<file path="config.mk">
export PLATFORM = sky130hd
export DESIGN_NAME = wam_scr_disp
export DESIGN_NICKNAME = d
export VERILOG_FILES = /design/src/rtl/wam_scr_disp_pkg.sv /design/src/rtl/wam_seg7.sv /design/src/rtl/wam_scr_disp.sv
export SDC_FILE = /design/constraint.sdc
export NUM_CORES = 1
export LEC_CHECK = 0
export BUFFER_PORTS_ARGS = -buffer_cell sky130_fd_sc_hd__buf_2
export CAP_MARGIN = 15
export CELL_PAD_IN_SITES_DETAIL_PLACEMENT = 1
export CELL_PAD_IN_SITES_GLOBAL_PLACEMENT = 1
export CORE_MARGIN = 2
export CORE_UTILIZATION = 47
export DETAILED_ROUTE_END_ITERATION = 8
export PLACE_DENSITY_LB_ADDON = 0.1
export REMOVE_ABC_BUFFERS = 1
export SLEW_MARGIN = 10
export SYNTH_ARGS = -nofsm -noshare
export SYNTH_HDL_FRONTEND = slang
export SYNTH_SLANG_ARGS = --single-unit
</file>
<file path="constraint.sdc">
create_clock -name clk -period 2.4 [get_ports clk]
set_input_delay 0.24 -clock clk [delete_from_list [all_inputs] [get_ports clk]]
set_output_delay 0.24 -clock clk [all_outputs]
set_load 0.01 [all_outputs]
</file>
<file path="src/rtl/wam_scr_disp_pkg.sv">
// Shared constants for the score display: segment patterns (active-low {g,f,e,d,c,b,a})
// and the flash FSM state encoding.
package wam_scr_disp_pkg;

  localparam logic [6:0] SEG_BLANK = 7'h7F;
  localparam logic [6:0] SEG_DASH  = 7'h3F;

  localparam logic [6:0] SEG_D0 = 7'h40;
  localparam logic [6:0] SEG_D1 = 7'h79;
  localparam logic [6:0] SEG_D2 = 7'h24;
  localparam logic [6:0] SEG_D3 = 7'h30;
  localparam logic [6:0] SEG_D4 = 7'h19;
  localparam logic [6:0] SEG_D5 = 7'h12;
  localparam logic [6:0] SEG_D6 = 7'h02;
  localparam logic [6:0] SEG_D7 = 7'h78;
  localparam logic [6:0] SEG_D8 = 7'h00;
  localparam logic [6:0] SEG_D9 = 7'h10;

  typedef enum logic [1:0] {
    ST_IDLE = 2'b00,
    ST_OFF  = 2'b01,
    ST_ON   = 2'b10
  } flash_st_t;

endpackage

</file>
<file path="src/rtl/wam_seg7.sv">
// Combinational BCD to 7-segment decoder; nibbles above 9 show a dash.
module wam_seg7
  import wam_scr_disp_pkg::*;
(
  input  logic [3:0] bcd,
  output logic [6:0] seg
);

  always_comb begin
    seg = SEG_DASH;
    case (bcd)
      4'd0:    seg = SEG_D0;
      4'd1:    seg = SEG_D1;
      4'd2:    seg = SEG_D2;
      4'd3:    seg = SEG_D3;
      4'd4:    seg = SEG_D4;
      4'd5:    seg = SEG_D5;
      4'd6:    seg = SEG_D6;
      4'd7:    seg = SEG_D7;
      4'd8:    seg = SEG_D8;
      4'd9:    seg = SEG_D9;
      default: seg = SEG_DASH;
    endcase
  end

endmodule

</file>
<file path="src/rtl/wam_scr_disp.sv">
// Two-digit multiplexed score display with leading-zero blanking and a
// blink sequence whenever the score changes to a non-zero value.
module wam_scr_disp
  import wam_scr_disp_pkg::*;
#(
  parameter int SCAN_DIV    = 100000,
  parameter int FLASH_TICKS = 250,
  parameter int FLASH_CNT   = 3
) (
  input  logic       clk,
  input  logic       clr_n,
  input  logic [7:0] num,
  input  logic       en,
  output logic [6:0] seg,
  output logic [1:0] an,
  output logic       flashing
);

  localparam int SW = $clog2(SCAN_DIV);
  localparam int PW = (FLASH_TICKS > 1) ? $clog2(FLASH_TICKS) : 1;
  localparam int BW = $clog2(FLASH_CNT + 1);
  localparam logic [SW-1:0] SCAN_LAST  = SW'(SCAN_DIV - 1);
  localparam logic [PW-1:0] PHASE_LAST = PW'(FLASH_TICKS - 1);
  localparam logic [BW-1:0] BLINKS     = BW'(FLASH_CNT);

  logic [7:0]    num_q;
  logic [SW-1:0] scan_cnt;
  logic          tick;
  logic          chg;
  logic          sel;
  logic [3:0]    dig;
  logic [6:0]    dig_seg;
  logic          blank;
  flash_st_t     state, state_nxt;
  logic [PW-1:0] phase, phase_nxt;
  logic [BW-1:0] blink_left, blink_nxt;

  assign tick = (scan_cnt == SCAN_LAST);
  assign chg  = (num != num_q);

  // The slot about to be driven is the opposite of the current sel.
  assign dig   = sel ? num_q[3:0] : num_q[7:4];
  assign blank = !en || (state == ST_OFF) || (!sel && (num_q[7:4] == 4'h0));

  wam_seg7 u_seg7 (
    .bcd (dig),
    .seg (dig_seg)
  );

  always_ff @(posedge clk or negedge clr_n) begin
    if (!clr_n) begin
      num_q    <= 8'h00;
      scan_cnt <= '0;
    end else begin
      num_q    <= num;
      scan_cnt <= tick ? '0 : scan_cnt + 1'b1;
    end
  end

  always_ff @(posedge clk or negedge clr_n) begin
    if (!clr_n) begin
      sel <= 1'b0;
      seg <= SEG_BLANK;
      an  <= 2'b11;
    end else if (tick) begin
      sel <= ~sel;
      if (blank) begin
        seg <= SEG_BLANK;
        an  <= 2'b11;
      end else begin
        seg <= dig_seg;
        an  <= sel ? 2'b10 : 2'b01;
      end
    end
  end

  always_ff @(posedge clk or negedge clr_n) begin
    if (!clr_n) begin
      state      <= ST_IDLE;
      phase      <= '0;
      blink_left <= '0;
      flashing   <= 1'b0;
    end else begin
      state      <= state_nxt;
      phase      <= phase_nxt;
      blink_left <= blink_nxt;
      flashing   <= (state_nxt != ST_IDLE);
    end
  end

  // A score change restarts (or cancels, for a clear) the blink sequence ahead of any tick.
  always_comb begin
    state_nxt = state;
    phase_nxt = phase;
    blink_nxt = blink_left;
    if (chg) begin
      phase_nxt = '0;
      if (num == 8'h00) begin
        state_nxt = ST_IDLE;
      end else begin
        state_nxt = ST_OFF;
        blink_nxt = BLINKS;
      end
    end else if (tick) begin
      case (state)
        ST_OFF: begin
          if (phase == PHASE_LAST) begin
            state_nxt = ST_ON;
            phase_nxt = '0;
          end else begin
            phase_nxt = phase + 1'b1;
          end
        end
        ST_ON: begin
          if (phase == PHASE_LAST) begin
            phase_nxt = '0;
            blink_nxt = blink_left - 1'b1;
            state_nxt = (blink_left == BW'(1)) ? ST_IDLE : ST_OFF;
          end else begin
            phase_nxt = phase + 1'b1;
          end
        end
        default: begin
        end
      endcase
    end
  end

endmodule

</file>
# Yosys cells after proc, flatten, opt, wreduce, memory -nomap -nowiden
# Memories as Yosys holds them, arrays and structs flattened.
# Cells that the tools add are included.
# classes
n_eq_ne	7
reduce_logical	15
muxes	21
bitwise_logic	1
n_addsub	3
# op_table
op	count
two-way mux 8 bit	4
two-way mux 2 bit	11
adder 17 x 1 -> 17 bit, second input constant	1
== test 17 bit, second input constant	1
two-way mux 17 bit	1
nonzero test 2 bit	5
adder 8 x 1 -> 8 bit, second input constant	1
== test 8 bit, second input constant	1
zero test 8 bit	1
inequality test 8 bit	1
two-way mux 7 bit	1
== test 2 x 1 -> 1 bit, second input constant	2
zero test 4 bit	1
two-way mux 4 bit	1
case mux 2 bit (2 select lines)	1
AND reduction 4 bit	1
== test 2 bit, second input constant	1
zero test 1 bit	2
logical OR 1 bit	2
two-way mux 1 bit	2
inequality test 2 bit, second input constant	1
AND reduction 2 bit	1
OR reduction 2 bit	1
subtractor 2 x 1 -> 2 bit, second input constant	1
2 further kinds	2
# word_totals
memories	1
output_inout_bits	10
romBits	112
register_bits	48
in_bits	11
word_cells	57
# mem_list
memory	words	word_bits	rd	rd_ports_with_merged_regs	write_ports	line_no	source
(name not given)	16	7	1	0	0	wam_seg7.sv:11	case (bcd)

# Depth between registers and ports, before layout
# Gate-level depths: netlist of the first run.
# logic_depth
depth_word	7
ltp_mapped	9

# By module
# A second synthesis of the first run with hierarchy kept.
# hier_totals
hier_cells	253
hier_area_um2	2536.2
# by_module_without_submodules
mod	area_per_inst_um2	n_inst	seq_area_each_um2	cells_each
wam_scr_disp	2296.0	1	1212.4	222
wam_seg7	240.2	1	0.0	31

# Least setup slack after synthesis of the first run
# No wires, ideal clock.
# synth_timing
path_kind	reg-to-reg
startpoint	register scan_cnt[0]
endpoint	register phase[5]
path_slack_ps	513
setup_time_ps	77
stages_incl_launch_ff	8
n_path_buf	0
arrival_time_ps	1810
cell_sequence	dfrtp_1 -> ha_1 -> and4_2 -> nand4_2 -> nor2_4 -> o2111ai_4 -> or3_1 -> a21oi_1
# synth_via
elab_chain_cells	3
# synth_lines
element	line_no	source
start, declared	wam_scr_disp.sv:27	logic [SW-1:0] scan_cnt;
start signal, assigned	wam_scr_disp.sv:56	scan_cnt <= tick ? '0 : scan_cnt + 1'b1;
== test 17 bit	wam_scr_disp.sv:38	assign tick = (scan_cnt == SCAN_LAST);
nonzero test 2 bit (no line)	--	
AND reduction 2 bit (no line)	--	
end signal, assigned	wam_scr_disp.sv:85	phase <= phase_nxt;
end, declared	wam_scr_disp.sv:35	logic [PW-1:0] phase, phase_nxt;
# Every way passes these cells.
# A chain may end at the register's enable or synchronous reset.

# Worst setup path after layout of the first run
# layout_timing
startpoint	register scan_cnt[0]
endpoint	register phase[6]
# Same word-level chain as after synthesis.

==> flow_summary.ini, run 1 <==
[power]
powerDensity_nw_per_um2 = 488
p_leak_nw = 1.18
vdd_drop_max_v = 0.000323

[setup_path]
required_ns = 2.62
critPathLaunch = scan_cnt[0]
cp.arrival_ns = 2.28
critPathKind = reg2reg
cp_max_fo = 9
r2r_cells = 6
crit_path_start_kind = flop
reg2reg_from = scan_cnt[0]
cp-end-kind = flop

[floorplan]
num_rows = 26
die_width_microns = 76.6
die_h_microns = 76.6
initial_core_util = 0.485
dieArea_sq_um = 5870
ioPinCount = 21
core_sq_um = 5110

[status]
failed_checks = negative hold slack
status = finished with violations

[clock_tree]
clk_path_buf_depth = 2
worstSkewPairLatency_ns = 0.29
clk_transition_reported_paths_ns = 0.09
post_cts_resized = 0
cts-root-buf = clkbuf_8
htree_levels = 2
postCtsSetupRepairBufs = 0
cts_buffers = 5
cts.sinks = 48
tritoncts = built
hold_buffers = 0

[sta]
min_period_ns = 2.06
rsz0062_at_grt = no
setup_violations = 0
tightestPinTransition_ns = 0.726
hold_violations = 2
slew_viol_final = 0
fmax_mhz = 485
tns_ns = 0
finClkSkew_ns = 0.0117
period_share = 0.859
hold-worst-slack_ns = -0.00161
slew_headroom = 0.516

[detailed_routing]
post_drt_wl_per_cell_microns = 16.1
avgViaCountPerCell = 5.47
firstDrtPassIters = 4
drc = 0
totalWireLength_microns = 5490
drtAntennaViolNets = 0
num_vias = 1859
drt-initial-drc-count = 63

[finish]
areaGrowthSynthToFinish_pct = 12.4
drive_gt1_frac = 0.222
final_util = 0.545
fin_nets = 291
diodes = 0
nFillCells = 589
stdcell_count = 340

[placement]
port_buffers = 20
gp_congestion = 0.786
dp_hpwl_microns = 4130
placed_cells = 332

[yosys]
syn_area_sq_um = 2480
synth_edf_count = 0
avgSynthCellArea_sq_um = 10.4
yosysSeqAreaShare = 0.489
synth.ff_latch_count = 48
ys.flop_type = dfrtp_1
syn_inst = 238
ys_async_sr_fraction = 1.00
synth_cell_types = 42
synth_warnings = 0

[global_routing]
grt_pass1_vias = 2018
grtUsageTotal = 0.204
antenna_found_initial = 0
grt.overflow.total = 0
grt_max_degree = 32
grt_pass1_wl_microns = 9540

[worst_hold_path]
hold_path_class = in2async

[job]
max_cap_violations = 0
-- placed cells by master, fill, tap and decap left out, types with 3 or more instances in the layout --
master    instances
a21oi_1          18
buf_2            20
buf_4             8
clkbuf_8          5
dfrtp_1          39
dfstp_2           9
ha_1             11
inv_1            10
mux2_2            4
mux2i_1           6
nand2_1          23
nand3_1          10
nand4_1           4
nor2_1           21
nor3_1            5
nor3b_1           3
nor4_1            4
o21ai_0          12
or3_1             6
xnor2_1           7
xor2_1           16
-- flip-flops by register name, indices dropped and copies added, names as in the netlist --
name / cells
phase: 8
sel: 1
num_q: 8
an: 2
flashing: 1
state: 2
seg: 7
scan_cnt: 17
blink_left: 2
-- final cells by class --
| type | count | area [sq um] | share of cell area |
|---|---|---|---|
| Sequential cell | 48 | 1210 | 0.435 |
| Multi-Input combinational cell | 176 | 1210 | 0.433 |
| Clock inverter | 1 | 5.00 | 0.00180 |
| Timing Repair Buffer | 28 | 160 | 0.0575 |
| Tap cell | 70 | 87.6 | 0.0314 |
| Inverter | 10 | 37.5 | 0.0135 |
| Clock buffer | 7 | 76.3 | 0.0274 |
-- worst paths after layout --
kind	endpoint	slack (ns)
max	phase[6]	0.34
min	scan_cnt[7]	-0.002
max reg2reg	phase[6]	0.34
min reg2reg	an[1]	0.48
max in group asynchronous	seg[1]	1.71
min in group clk	num_q[2]	0.09
-- through the flow --
stage	power, mW	area, sq um	setup slack [ns]
2_1_floorplan	0.871	2460	0.284
3_3_place_gp	0.915	2700	0.381
3_5_place_dp	0.918	2700	0.354
4_1_cts	1.38	2790	0.338
5_1_grt	1.42	2790	0.160
6_report	1.36	2790	0.339
-- Yosys cell counts, drive strengths merged, types with 7 or more instances --
library cell / instances / area share
xnor2: 7 / 0.025
a21oi: 18 / 0.036
nand2: 23 / 0.035
dfstp: 9 / 0.095
ha: 11 / 0.056
nor2: 22 / 0.036
xor2: 16 / 0.057
o21ai: 12 / 0.024
dfrtp: 39 / 0.39
nand3: 10 / 0.020
inv: 10 / 0.015
-- layer usage --
| metal | up-vias | track usage | part of all wire |
|---|---|---|---|
| li1 | 896 | - | - |
| met1 | 924 | 0.255 | 0.44 |
| met2 | 31 | 0.350 | 0.50 |
| met3 | 8 | 0.0391 | 0.037 |
| met4 | 0 | 0.0800 | 0.016 |
| met5 | - | 0 | 0 |
-- report_power, final --
group          switching, mW  total (mW)  internal [mW]  leakage [nW]
sequential           0.00775       0.825          0.817         0.585
combinational         0.0480      0.0759         0.0279         0.555
clock                  0.252       0.457          0.205        0.0422
total                  0.308        1.36           1.05          1.18
-- critical path, stage by stage (launching register included) --
cell	delay (ns)
dfrtp_1	0.40
ha_1	0.24
and4_2	0.29
and4_1	0.31
nand2b_4	0.12
or4_1	0.48
a21oi_1	0.16
-- cell families after synthesis --
logic type               after synthesis  share of synthesized area
AND/OR/NAND/NOR                       94                      0.214
adder cells (fa/ha/maj)               11                     0.0556
AO/OA/AOI/OAI                         38                     0.0934
buffers and inverters                 14                     0.0237
flip-flops                            48                      0.489
multiplexers                          10                     0.0424
XOR/XNOR                              23                     0.0813
(Power assumes the default switching activity.)
==> inputs of run 2 (changes only) <==
--- a/config.mk
+++ b/config.mk
@@ -12,7 +12,8 @@
 export CORE_MARGIN = 2
 export CORE_UTILIZATION = 47
 export DETAILED_ROUTE_END_ITERATION = 8
-export PLACE_DENSITY_LB_ADDON = 0.1
+export PLACE_DENSITY = 0.89
+export RECOVER_POWER = 50
 export REMOVE_ABC_BUFFERS = 1
 export SLEW_MARGIN = 10
 export SYNTH_ARGS = -nofsm -noshare
==> flow_summary.ini, run 2 (synthesis results as in run 1) <==
[status]
status = finished, final reports clean

[sta]
fin_ws_ns = 0.345
period_share = 0.856
slew_viol_final = 0
rsz0062_at_grt = no
slew_headroom = 0.214
setup_violations = 0
tns_ns = 0
hold-worst-slack_ns = 0.0964
finClkSkew_ns = 0.00569
min_period_ns = 2.06
fmax_mhz = 487
tightestPinTransition_ns = 1.18
hold_violations = 0

[floorplan]
initial_core_util = 0.485
ioPinCount = 21
die_width_microns = 76.6
num_rows = 26
die_h_microns = 76.6
core_sq_um = 5110
dieArea_sq_um = 5870

[setup_path]
cp_max_fo = 9
critPathKind = reg2reg
critical-path-top-delay-family = simple AND/OR/NAND/NOR gates
crit_path_start_kind = flop
cp-end-kind = flop
critPathLaunch = scan_cnt[0]
cp_slowest_stage_delay_ns = 0.47
cp.arrival_ns = 2.28
crit_cells = 6
r2r_slack_ns = 0.34
timing.rr.end = phase[6]
r2r_cells = 6
reg2reg_from = scan_cnt[0]
required_ns = 2.62
cp_slowest_cell = or4_1
endpoint = phase[6]
cp.buffers_inverters = 0
cp_cell_sequence = ha_1 > and4_2 > and4_1 > nand2b_4 > or4_1 > a21oi_1

[finish]
nFillCells = 591
stdcell_count = 340
largest_register = scan_cnt
fin_nets = 291
diodes = 0
drive_gt1_frac = 0.196
largestRegisters = scan_cnt (17), num_q (8), phase (8)
layout_commonest_cell = dfrtp_1
stdcell_area_sq_um = 2800
layout_common_cells = dfrtp_1 (39), nand2_1 (23), nor2_1 (21), a21oi_1 (18), xor2_1 (16)
areaGrowthSynthToFinish_pct = 13.0
final_util = 0.548
largest_register_ffs = 17

[global_routing]
grt_pass1_wl_microns = 10300
grt_max_degree = 49
grt_pass1_vias = 2062
antenna_found_initial = 0
grt.overflow.total = 0
grtUsageTotal = 0.222

[placement]
gp_congestion = 0.832
placed_area_sq_um = 2700
port_buffers = 20
placed_cells = 332
preCtsSetupSlack_ns = 0.400
dp_hpwl_microns = 4320

[clock_tree]
worstSkewPairLatency_ns = 0.30
cts.sinks = 48
htree_levels = 2
clk_path_buf_depth = 2
postCtsSetupRepairBufs = 0
cts-root-buf = clkbuf_8
clk_transition_reported_paths_ns = 0.09
cts_buffers = 5
tritoncts = built
post_cts_resized = 0
hold_buffers = 0

[power]
p_leak_nw = 1.17
powerDensity_nw_per_um2 = 523
vdd_drop_max_v = 0.000334
total_power_mw = 1.47

[detailed_routing]
post_drt_wl_per_cell_microns = 17.4
firstDrtPassIters = 4
drc = 0
drt-initial-drc-count = 94
num_vias = 1886
totalWireLength_microns = 5910
avgViaCountPerCell = 5.55
drtAntennaViolNets = 0

[worst_hold_path]
worstHoldStart = num[7]
hold_path_class = in2reg

[job]
max_cap_violations = 0
==> run 2: worst reg2reg max path, stage by stage (launching register included) <==
cell	delay, ns
dfrtp_1	0.40
ha_1	0.24
and4_2	0.30
and4_1	0.29
nand2b_4	0.11
or4_1	0.47
a21oi_1	0.17
==> run 2: report_power, final <==
group | leakage [nW] | total [mW] | switching [mW] | internal, mW
combinational | 0.532 | 0.0714 | 0.0480 | 0.0234
clock | 0.0552 | 0.569 | 0.260 | 0.309
sequential | 0.585 | 0.825 | 0.00757 | 0.817
total | 1.17 | 1.47 | 0.315 | 1.15
==> run 2: layer usage <==
| metal | up-vias | part of all wire | global-route usage |
|---|---|---|---|
| met1 | 947 | 0.44 | 0.277 |
| met2 | 32 | 0.51 | 0.390 |
| met3 | 14 | 0.020 | 0.0320 |
| met4 | 0 | 0.028 | 0.0836 |
| met5 | - | 0 | 0 |
| li1 | 893 | - | - |
==> run 2: final cells by class <==
cell class | instances | area [sq um] | share of cell area
sequential | 48 | 1210 | 0.433
multi-input combinational | 176 | 1210 | 0.431
timing repair buffer | 28 | 148 | 0.0527
tap | 70 | 87.6 | 0.0313
clock buffer | 6 | 72.6 | 0.0259
inverter | 10 | 37.5 | 0.0134
clock inverter | 2 | 35.0 | 0.0125
==> run 2: worst min-delay path by stage <==
stage / endpoint / slack, ns / depth (start not counted)
3_3_place_gp: num_q[0] / 0.37 / 2
5_1_grt: num_q[7] / 0.09 / 1
3_5_place_dp: num_q[0] / 0.38 / 2
4_1_cts: scan_cnt[3] / 0.06 / 2
2_1_floorplan: blink_left[0] / -0.06 / 0
6_report: num_q[7] / 0.1 / 1
==> inputs of run 3 (changes only) <==
--- a/config.mk
+++ b/config.mk
@@ -7,10 +7,11 @@
 export LEC_CHECK = 0
 export BUFFER_PORTS_ARGS = -buffer_cell sky130_fd_sc_hd__buf_2
 export CAP_MARGIN = 15
-export CELL_PAD_IN_SITES_DETAIL_PLACEMENT = 1
-export CELL_PAD_IN_SITES_GLOBAL_PLACEMENT = 1
+export CELL_PAD_IN_SITES_DETAIL_PLACEMENT = 2
+export CELL_PAD_IN_SITES_GLOBAL_PLACEMENT = 2
+export CORE_ASPECT_RATIO = 2
 export CORE_MARGIN = 2
-export CORE_UTILIZATION = 47
+export CORE_UTILIZATION = 39
 export DETAILED_ROUTE_END_ITERATION = 8
 export PLACE_DENSITY = 0.89
 export RECOVER_POWER = 50
==> flow_summary.ini, run 3 (synthesis results as in run 1) <==
[setup_path]
cp_slowest_cell = dfrtp_1
crit_path_start_kind = flop
cp_cell_sequence = mux2i_1 > inv_1 > ha_1 > mux2_2 > nand2_1 > o21ai_0 > nand2_1 > mux2_2
required_ns = 2.64
critical-path-top-delay-family = multiplexers
cp.buffers_inverters = 1
cp.arrival_ns = 2.47
cp_max_fo = 9
critPathKind = reg2reg
cp-end-kind = flop
cp_slowest_stage_delay_ns = 0.58

[detailed_routing]
drtAntennaViolNets = 0
drc = 0
firstDrtPassIters = 4
totalWireLength_microns = 6460
drt-initial-drc-count = 35
avgViaCountPerCell = 5.38
post_drt_wl_per_cell_microns = 18.1
num_vias = 1916

[worst_hold_path]
hold_path_class = in2reg

[clock_tree]
cts-root-buf = clkbuf_16
hold_buffers = 0
tritoncts = built
clk_path_buf_depth = 2
postCtsSetupRepairBufs = 0
worstSkewPairLatency_ns = 0.30
clk_transition_reported_paths_ns = 0.06
cts.sinks = 48
post_cts_resized = 0
htree_levels = 2
cts_buffers = 5

[global_routing]
grt_use_met1 = 0.228
top_usage_layer = met2
grtUsageTotal = 0.211
grtUsageMet3 = 0.0443
grt_pass1_vias = 2200
grt_max_degree = 44
grt_pass1_wl_microns = 11000
gr-usage-met2 = 0.384
antenna_found_initial = 0
grt.overflow.total = 0

[sta]
fmax_mhz = 449
tightestPinTransition_ns = 2.31
tns_ns = 0
min_period_ns = 2.23
period_share = 0.928
setup_violations = 0
finClkSkew_ns = 0.00747
slew_headroom = -0.541
fin_ws_ns = 0.172
hold_violations = 0
rsz0062_at_grt = no
slew_viol_final = 44

[placement]
dp_hpwl_microns = 4760
gp_congestion = 0.769
port_buffers = 20
preCtsSetupSlack_ns = 0.195

[finish]
areaGrowthSynthToFinish_pct = 15.9
largest_register = scan_cnt
diodes = 0
layout_commonest_cell = dfrtp_1
layout_common_cells = dfrtp_1 (39), nand2_1 (23), nor2_1 (21), a21oi_1 (18), xor2_1 (16)
largest_register_ffs = 17
drive_gt1_frac = 0.185
fin_nets = 291
final_util = 0.463
nFillCells = 656
largestRegisters = scan_cnt (17), num_q (8), phase (8)

[floorplan]
die_width_microns = 60.4
dieArea_sq_um = 7040
initial_core_util = 0.399
core_sq_um = 6210
num_rows = 41
die_h_microns = 117
ioPinCount = 21

[power]
p_leak_nw = 1.19
powerDensity_nw_per_um2 = 588
vdd_drop_max_v = 0.000632

[status]
failed_checks = max-capacitance violations, max-slew violations
status = finished with violations

[job]
max_cap_violations = 1
==> run 3: cell types whose count changed in the layout (fill, tap and decap cells not counted) <==
| cell | before | now |
|---|---|---|
| clkbuf_8 | 5 | 0 |
| clkbuf_1 | 9 | 12 |
| clkbuf_2 | 1 | 0 |
| clkinv_2 | 1 | 0 |
| buf_2 | 12 | 11 |
| clkbuf_16 | 0 | 5 |
==> run 3: where the power goes <==
group	internal [mW]	leakage, nW	switching (mW)
combinational	0.0244	0.526	0.0515
sequential	0.819	0.585	0.00750
clock	0.492	0.0781	0.294
total	1.34	1.19	0.353
==> run 3: path summary, 6_finish.rpt <==
path                       slack (ns)          end  cells after the start    from
setup / recovery                 0.17       seg[4]                      8     sel
hold / removal                    0.1     num_q[5]                      1  num[5]
setup reg to reg                 0.17       seg[4]                      8     sel
hold reg to reg                  0.47        an[1]                      2   an[1]
max in group asynchronous        0.45     phase[3]                      1   clr_n
min in group asynchronous        0.64  scan_cnt[8]                      1   clr_n
==> run 3: layout make-up <==
| cell class | count | area [sq um] | share of cell area |
|---|---|---|---|
| Timing Repair Buffer | 28 | 145 | 0.0505 |
| Sequential cell | 48 | 1210 | 0.422 |
| Multi-Input combinational cell | 176 | 1210 | 0.420 |
| Clock buffer | 7 | 133 | 0.0462 |
| Clock inverter | 1 | 30.0 | 0.0105 |
| Tap cell | 86 | 108 | 0.0375 |
| Inverter | 10 | 37.5 | 0.0131 |
==> run 3: layer usage <==
layer	part of all wire	routed length, microns
met1	0.38	2430
met5	0	0
met2	0.57	3690
met3	0.028	179
met4	0.025	160
==> run 3: metrics by stage <==
stage / hold WS, ns / total power, mW / instance area, sq um / std cells
finish: 0.0965 / 1.69 / 2870 / 356
detailed placement: 0.392 / 0.918 / 2720 / 348
global placement: 0.393 / 0.911 / 2720 / 348
floorplan: -0.0556 / 0.871 / 2460 / 234
global route: 0.102 / 1.76 / 2870 / 356
CTS: 0.0770 / 1.72 / 2890 / 356
